<file path="src/rtl/vpacker_if.sv">
// Pixel-stream and memory-write bundle for the 6 bpp framebuffer packer.
// The packer sits on the slave side: it consumes pixels and produces write strobes.
interface vpacker_if #(
   parameter int BPP    = 6,
   parameter int IWIDTH = 2,
   parameter int AWIDTH = 16
);
   logic [BPP-1:0]    PixelIn;
   logic              PixelValid;
   logic              PixelReady;
   logic              FrameStart;
   logic              MemReady;
   logic              ReqWrite;
   logic [7:0]        DataOut;
   logic [IWIDTH-1:0] WriteIndex;
   logic [AWIDTH-1:0] WriteAddr;
   logic              FrameDone;

   modport slave (
      input  PixelIn, PixelValid, FrameStart, MemReady,
      output PixelReady, ReqWrite, DataOut, WriteIndex, WriteAddr, FrameDone
   );

   modport master (
      output PixelIn, PixelValid, FrameStart, MemReady,
      input  PixelReady, ReqWrite, DataOut, WriteIndex, WriteAddr, FrameDone
   );
endinterface

</file>
<file path="src/rtl/vpacker.sv">
// Pixel packer / video-memory writer: collects four 6-bit pixels, packs them
// into three bytes and emits one byte per MemReady cycle with a linear frame
// address that wraps at FRAME_BYTES. The byte layout matches the scan-out unpacker.
module vpacker #(
   parameter int BPP         = 6,
   parameter int PSIZE       = 4,
   parameter int IWIDTH      = 2,
   parameter int AWIDTH      = 16,
   parameter int FRAME_BYTES = 48000
) (
   input logic     PixelClk,
   input logic     Reset,
   vpacker_if.slave bus
);
   typedef enum logic {COLLECT, EMIT} state_t;

   localparam logic [AWIDTH-1:0] LAST_ADDR = AWIDTH'(FRAME_BYTES - 1);
   localparam logic [1:0]        LAST_PIX  = 2'(PSIZE - 1);
   localparam logic [IWIDTH-1:0] LAST_BYTE = IWIDTH'(2);

   state_t            state_q, state_d;
   logic [1:0]        cnt_q, cnt_d;
   logic [IWIDTH-1:0] byte_q, byte_d;
   logic [AWIDTH-1:0] addr_q, addr_d;
   logic [BPP-1:0]    pix_q [PSIZE];
   logic [BPP-1:0]    pix_d [PSIZE];
   logic              req_q, req_d;
   logic              done_q, done_d;
   logic [7:0]        data_q, data_d;
   logic [IWIDTH-1:0] idx_q, idx_d;
   logic [AWIDTH-1:0] waddr_q, waddr_d;

   logic              pixel_ready;
   logic [7:0]        cur_byte;

   // Ready is combinational so a FrameStart or Reset blocks the accept in the same cycle.
   assign pixel_ready = (state_q == COLLECT) && !bus.FrameStart && !Reset;

   // Select the packed byte for the current emit position; bytes straddle pixel boundaries.
   always_comb begin
      cur_byte = 8'h00;
      case (byte_q)
         IWIDTH'(0): cur_byte = {pix_q[1][1:0], pix_q[0][5:0]};
         IWIDTH'(1): cur_byte = {pix_q[2][3:0], pix_q[1][5:2]};
         default:    cur_byte = {pix_q[3][5:0], pix_q[2][5:4]};
      endcase
   end

   // Next-state logic: collect pixels, then emit three bytes as memory allows.
   always_comb begin
      state_d = state_q;
      cnt_d   = cnt_q;
      byte_d  = byte_q;
      addr_d  = addr_q;
      pix_d   = pix_q;
      req_d   = 1'b0;
      done_d  = 1'b0;
      data_d  = data_q;
      idx_d   = idx_q;
      waddr_d = waddr_q;

      if (bus.FrameStart) begin
         // Restart the frame: drop any partial group or half-emitted group.
         state_d = COLLECT;
         cnt_d   = 2'd0;
         byte_d  = '0;
         addr_d  = '0;
      end else begin
         case (state_q)
            COLLECT: begin
               if (bus.PixelValid && pixel_ready) begin
                  pix_d[cnt_q] = bus.PixelIn;
                  if (cnt_q == LAST_PIX) begin
                     cnt_d   = 2'd0;
                     byte_d  = '0;
                     state_d = EMIT;
                  end else begin
                     cnt_d = cnt_q + 2'd1;
                  end
               end
            end
            EMIT: begin
               if (bus.MemReady) begin
                  req_d   = 1'b1;
                  data_d  = cur_byte;
                  idx_d   = byte_q;
                  waddr_d = addr_q;
                  if (addr_q == LAST_ADDR) begin
                     addr_d = '0;
                     done_d = 1'b1;
                  end else begin
                     addr_d = addr_q + 1'b1;
                  end
                  if (byte_q == LAST_BYTE) begin
                     byte_d  = '0;
                     cnt_d   = 2'd0;
                     state_d = COLLECT;
                  end else begin
                     byte_d = byte_q + 1'b1;
                  end
               end
            end
            default: state_d = COLLECT;
         endcase
      end
   end

   // State and registered outputs; Reset clears everything immediately.
   always_ff @(posedge PixelClk or posedge Reset) begin
      if (Reset) begin
         state_q <= COLLECT;
         cnt_q   <= 2'd0;
         byte_q  <= '0;
         addr_q  <= '0;
         for (int i = 0; i < PSIZE; i++) pix_q[i] <= '0;
         req_q   <= 1'b0;
         done_q  <= 1'b0;
         data_q  <= 8'h00;
         idx_q   <= '0;
         waddr_q <= '0;
      end else begin
         state_q <= state_d;
         cnt_q   <= cnt_d;
         byte_q  <= byte_d;
         addr_q  <= addr_d;
         pix_q   <= pix_d;
         req_q   <= req_d;
         done_q  <= done_d;
         data_q  <= data_d;
         idx_q   <= idx_d;
         waddr_q <= waddr_d;
      end
   end

   assign bus.PixelReady = pixel_ready;
   assign bus.ReqWrite   = req_q;
   assign bus.DataOut    = data_q;
   assign bus.WriteIndex = idx_q;
   assign bus.WriteAddr  = waddr_q;
   assign bus.FrameDone  = done_q;
endmodule

</file>
<file path="src/flat_wrapper.sv">
// flat-port wrapper written by rule: the top's interface ports become plain ports
module vpacker_flat 
#(
   parameter int BPP         = 6,
   parameter int PSIZE       = 4,
   parameter int IWIDTH      = 2,
   parameter int AWIDTH      = 16,
   parameter int FRAME_BYTES = 48000
)
  (PixelClk, Reset, bus_PixelIn, bus_PixelValid, bus_FrameStart, bus_MemReady, bus_PixelReady, bus_ReqWrite, bus_DataOut, bus_WriteIndex, bus_WriteAddr, bus_FrameDone);
  vpacker_if #(.BPP(BPP), .IWIDTH(IWIDTH), .AWIDTH(AWIDTH)) bus_i ();
  input logic PixelClk;
  input logic Reset;
  input wire logic [$bits(bus_i.PixelIn)-1:0] bus_PixelIn;
  input wire logic [$bits(bus_i.PixelValid)-1:0] bus_PixelValid;
  input wire logic [$bits(bus_i.FrameStart)-1:0] bus_FrameStart;
  input wire logic [$bits(bus_i.MemReady)-1:0] bus_MemReady;
  output wire logic [$bits(bus_i.PixelReady)-1:0] bus_PixelReady;
  output wire logic [$bits(bus_i.ReqWrite)-1:0] bus_ReqWrite;
  output wire logic [$bits(bus_i.DataOut)-1:0] bus_DataOut;
  output wire logic [$bits(bus_i.WriteIndex)-1:0] bus_WriteIndex;
  output wire logic [$bits(bus_i.WriteAddr)-1:0] bus_WriteAddr;
  output wire logic [$bits(bus_i.FrameDone)-1:0] bus_FrameDone;
  assign bus_i.PixelIn = bus_PixelIn;
  assign bus_i.PixelValid = bus_PixelValid;
  assign bus_i.FrameStart = bus_FrameStart;
  assign bus_i.MemReady = bus_MemReady;
  assign bus_PixelReady = bus_i.PixelReady;
  assign bus_ReqWrite = bus_i.ReqWrite;
  assign bus_DataOut = bus_i.DataOut;
  assign bus_WriteIndex = bus_i.WriteIndex;
  assign bus_WriteAddr = bus_i.WriteAddr;
  assign bus_FrameDone = bus_i.FrameDone;
  vpacker #(.BPP(BPP), .PSIZE(PSIZE), .IWIDTH(IWIDTH), .AWIDTH(AWIDTH), .FRAME_BYTES(FRAME_BYTES)) u_core (.PixelClk(PixelClk), .Reset(Reset), .bus(bus_i));
endmodule
</file>
<file path="config.mk">
export PLATFORM = sky130hd
export DESIGN_NAME = vpacker_flat
export DESIGN_NICKNAME = d
export VERILOG_FILES = /design/src/rtl/vpacker_if.sv /design/src/rtl/vpacker.sv /design/src/flat_wrapper.sv
export SDC_FILE = /design/constraint.sdc
export NUM_CORES = 1
export LEC_CHECK = 0
export CORE_MARGIN = 3
export CORE_UTILIZATION = 50
export CTS_CLUSTER_DIAMETER = 100
export DETAILED_ROUTE_END_ITERATION = 8
export PLACE_DENSITY = 0.76
export SYNTH_ARGS = -nofsm -noshare
export SYNTH_HDL_FRONTEND = slang
export SYNTH_SLANG_ARGS = --single-unit
</file>
<file path="constraint.sdc">
create_clock -name PixelClk -period 2.3 [get_ports PixelClk]
set_input_delay 0.46 -clock PixelClk [delete_from_list [all_inputs] [get_ports PixelClk]]
set_output_delay 0.46 -clock PixelClk [all_outputs]
set_load 0.01 [all_outputs]
</file>
Yosys cells after proc, flatten, opt, wreduce, memory -nomap -nowiden:

Index checks and enable logic that the tools add are counted.

* register bits after elaboration: 73
* latch bits: 0
* RAM bits: 0
* memory bits (read-only): 0
* output and inout bits: 29
* memories kept: 0

* $add $sub $neg: 3
* $mul: 0
* div/mod/pow operators: 0
* magnitude comparators: 2
* equality and inequality tests: 8
* shifts and indexed selects: 0
* mux-type cells: 33
* bitwise gates (word level): 3
* reductions and logical operators: 14

Operator list (number)
* 2-to-1 mux 16 bit: 4
* bitwise mux 24 bit: 1
* 2-to-1 mux 2 bit: 10
* adder 16 x 1 -> 16 bit, second input constant: 1
* equality test 16 bit, second input constant: 1
* case mux 8 bit (2 select lines): 1
* demux 6 bit (select 2 bit): 1
* 2-to-1 mux 1 bit: 12
* != test 3 bit, second input constant: 4
* AND reduction 3 bit: 4
* case mux 2 bit (2 select lines): 2
* 2-to-1 mux 6 bit: 1
* adder 2 x 1 -> 2 bit, second input constant: 2
* equality test 2 bit, second input constant: 2
* logical AND 1 bit: 4
* nonzero test 2 bit: 2
* >= comparator 3 bit, second input constant: 1
* < comparator 3 x 1 -> 1 bit, second input constant: 1
* NOT 2 -> 3 bit: 1
* equality test 2 x 1 -> 1 bit, second input constant: 1
* zero test 1 bit: 2
* zero test 2 bit: 1
* NOT 1 bit: 2
* case mux 1 bit (2 select lines): 1
* AND reduction 2 bit: 1

Logic depth before layout (Yosys ltp):

* word-level depth: 7
* mapped depth: 8

Worst setup path after synthesis:

No wires, ideal clock.

* path kind: register to register
* from: reg u_core.addr_q[0]
* to: reg u_core.addr_q[11]
* data arrival time: 1.580 ns
* required time: 2.218 ns
* setup slack: 0.638 ns
* stages on the path, launching flop included: 9
* path buffers: 3
* clock period less this slack: 1.662 ns
* path through: dfrtp_1 -> ha_1 -> and4_2 -> buf_6 -> a41oi_2 -> buf_6 -> buf_6 -> nand2_1 -> a31oi_1

* cells in the longest elaborated chain, start to end: 5
* elaborated cells on any way between the ends: 6
* classes of those cells: add/sub (1); eq/ne (1); mux (4)

RTL lines
* start, declared: RTL line vpacker.sv:24 `logic [AWIDTH-1:0] addr_q, addr_d;`
* start signal, assigned: RTL line vpacker.sv:125 `addr_q <= addr_d;`
* adder 16 x 1 -> 16 bit / equality test 16 bit (equally long branches): RTL line vpacker.sv:92, vpacker.sv:88
* 2-to-1 mux 16 bit *: RTL line vpacker.sv:88 `if (addr_q == LAST_ADDR) begin`
* 2-to-1 mux 16 bit *: RTL line vpacker.sv:83 `if (bus.MemReady) begin`
* 2-to-1 mux 16 bit *: RTL line vpacker.sv:69 `case (state_q)`
* 2-to-1 mux 16 bit *: RTL line vpacker.sv:62 `if (bus.FrameStart) begin`

Every way passes the cells marked *; elsewhere a longest branch is shown, timed or not. The select of a mux whose other input is x is not followed.
A chain may end at the register's enable or synchronous reset.

Worst setup path after layout:

* from: in bus_FrameStart
* to: out bus_PixelReady

* cells in the longest elaborated chain, start to end: 3

RTL lines
* start, declared: RTL line flat_wrapper.sv:16 `input wire logic [$bits(bus_i.FrameStart)-1:0] bus_FrameStart;`
* zero test 1 bit: RTL line vpacker.sv:37 `assign pixel_ready = (state_q == COLLECT) && !bus.FrameStart && !Reset;`
* logical AND 1 bit (2 in a row): RTL line vpacker.sv:37
* end, declared: RTL line flat_wrapper.sv:18 `output wire logic [$bits(bus_i.PixelReady)-1:0] bus_PixelReady;`

No other way between the ends.

==> results.ini <==
[layout]
final_layout_size_suffix_gt1_share_pct=24.7
fillers=487
finalNetCount=343
diodes=0
final_common_cell=dfrtp_1
finish.utilization_pct=63.9
multi_input_area_um2=1400
area_growth_pct=22.5
ff_latch_area_um2=1830
layout_common_cells=dfrtp_1 (73), mux2_2 (41), clkdlybuf4s50_1 (39)

[critical_path]
r2r_setup_slack_ps=470
crit_path_end_kind=output pin
critPathMaxFanout=4
crit_type=in2out
cp-start-kind=input pin
timing.rr.end=u_core.addr_q[12]$_DFFE_PP0P_
worstPathRequired_ps=1840
timing.rr.start=u_core.addr_q[0]$_DFFE_PP0P_
worst_r2r_path_depth=6
cp.arrival_ps=1730

[global_route]
grt_pass1_wl_mm=11.0
grt_pass1_vias=2288
antenna_found_initial=0
grt_max_degree=35
grt.total_usage_pct=18.8
grt-ovfl-total=0

[synthesis]
synth.distinct_cells=41
syn_nets=294
async_flop_share_pct=100
ys_seq_area_share_pct=54.9
yosysTopAreaCellShare_pct=54.9
ys.flop_type=dfrtp_1
ys_ff_latch=73
synth_top_area_cell=dfrtp_1
yosysWarnings=0
synth.avg_cell_area_um2=12.0
syn_inst=278
synth_area_um2=3330
synth_area_leaders=dfrtp_1 (55%), mux2_2 (14%), nand2_1 (3.3%)
synth_edf_count=0

[min_path]
whs_endpoint=u_core.bus.DataOut[6]$_DFFE_PP0P_
worst_hold_path.num_cells=2
hp-start=u_core.bus.DataOut[6]$_DFFE_PP0P_
hold_path.class=reg2reg

[run_status]
status=finished, final reports clean

[power]
leakage_nw=1.87
ir_drop_uv=405
powerDensity_nw_per_um2=678

[route]
wl_met2_mm=3.10
routed.top_layer=met4
drt-wirelength-per-cell_um=16.0
final_antenna_net_count=0
drt-met1-wl_mm=3.05
wl_met3_um=240
vias_per_cell=5.64
first_pass_iters=4
num_vias=2308
drtIter0Drc=122
wl_mm=6.54
post-route-drc-count=0

[timing]
max_freq_ghz=0.456
setup-tns-final_ps=0
period_share_pct=95.4
hold_violations=0
fin_skew_ps=6.16
slew_headroom_pct=57.8
fin_crit_ps=2190
setup_viol_count_final=0
tightest_slew_ps=634
rsz0062_at_grt=no
slew_violations=0

[clock_tree]
ctsResizeCount=0
cts.path.max_buffers=2
htree_levels=3
cts.sinks=73
postCtsHoldBufs=0
cts_tree=done
path_clk_slew_ps=80
clk_latency_ps=350
numCtsBuffers=9
cts-root-buf=clkbuf_8
post_cts.repair.setup_buffers=0

[place]
place.gp.congestion=0.878
dp_hpwl_mm=4.62
port_buffers=39

[die]
core-area_um2=6390
die-area_um2=7670
ios=40
placementRows=29
die_y_um=87.6
die_x_um=87.6
initial_utilization_pct=52.1

[job]
maxCapViolCount=0

## metal layers
| metal | GRT usage [%] | vias to the layer above |
|---|---|---|
| met5 | 0 | - |
| met3 | 3.57 | 11 |
| met4 | 9.21 | 0 |
| li1 | - | 1092 |
| met1 | 25.9 | 1159 |
| met2 | 28.8 | 46 |
## registers in the layout, indices dropped and copies added, names as in the netlist
register and flops:
u_core.byte_q 2, u_core.bus.DataOut 8, u_core.bus.FrameDone 1, u_core.addr_q 16, u_core.state_q 1, u_core.bus.ReqWrite 1, u_core.cnt_q 2, u_core.bus.WriteAddr 16
u_core.pix_q 24, u_core.bus.WriteIndex 2
## worst max-delay path: stages
cell	delay [ps]
clkdlybuf4s50_1	490
nor3_1	220
clkdlybuf4s50_1	560
## how the worst max path moves through the flow
stage / startpoint / end / slack, ps / depth (start not counted)
final: bus_FrameStart / bus_PixelReady / 110 / 3
after global placement: bus_FrameStart / bus_PixelReady / 120 / 3
after detailed placement: bus_FrameStart / bus_PixelReady / 120 / 3
after CTS: bus_FrameStart / bus_PixelReady / 100 / 3
after floorplan: u_core.addr_q[0]$_DFFE_PP0P_ / u_core.addr_q[11]$_DFFE_PP0P_ / 640 / 8
after global routing: bus_FrameStart / bus_PixelReady / 40 / 3
## cells in the mapped netlist (2+ instances only)
library cell and number:
inv_1 5, mux2_2 41, and3_2 2, buf_2 4, o21ai_0 14, a21oi_1 12
clkbuf_1 6, a211o_1 2, nor2_1 14, nand3_1 5, nand2_1 29, xor2_1 3
dfrtp_1 73, and3_1 3, and2_1 4, buf_6 4, a41oi_1 3, ha_1 5
xnor2_1 2, nand4_1 4, a22o_2 4, nand3b_1 3, nor3_1 3, nor4b_4 2
mux2i_1 8, a31oi_1 7, a22o_1 2
## area by class of cell
type | instances | share of cell area [%]
Inverter | 5 | 0.552
Clock inverter | 7 | 2.48
Tap cell | 77 | 2.36
Timing Repair Buffer | 52 | 12.6
Clock buffer | 9 | 3.04
Sequential cell | 73 | 44.8
Multi-Input combinational cell | 186 | 34.2
## power breakdown
part	total, W	switching, W	leakage, nW	internal [W]
Combinational	0.000237	0.000114	0.771	0.000124
Clock	0.00113	0.000507	0.106	0.000619
Sequential	0.00140	0.0000422	0.995	0.00136
## logic make-up after synthesis
group           count (synthesis)  synth area share [%]
mux                            50                  16.6
xor+xnor                        5                  1.32
flops                          73                  54.9
compound gates                 48                  9.51
buf+inv                        19                  3.19
fa+ha+maj                       5                  1.88
simple gates                   78                  12.6
## metrics by stage
step / std cells / hold slack [ps] / setup slack [ps] / power, W / cell area, µm²
3_5_place_dp: 393 / 469 / 119 / 0.00167 / 3850
6_report: 409 / 477 / 106 / 0.00277 / 4080
3_3_place_gp: 393 / 461 / 124 / 0.00165 / 3850
4_1_cts: 409 / 487 / 102 / 0.00279 / 4080
5_1_grt: 409 / 515 / 37.7 / 0.00287 / 4080
2_1_floorplan: 278 / 464 / 638 / 0.00157 / 3330
Power figures use the tool's default switching activity.
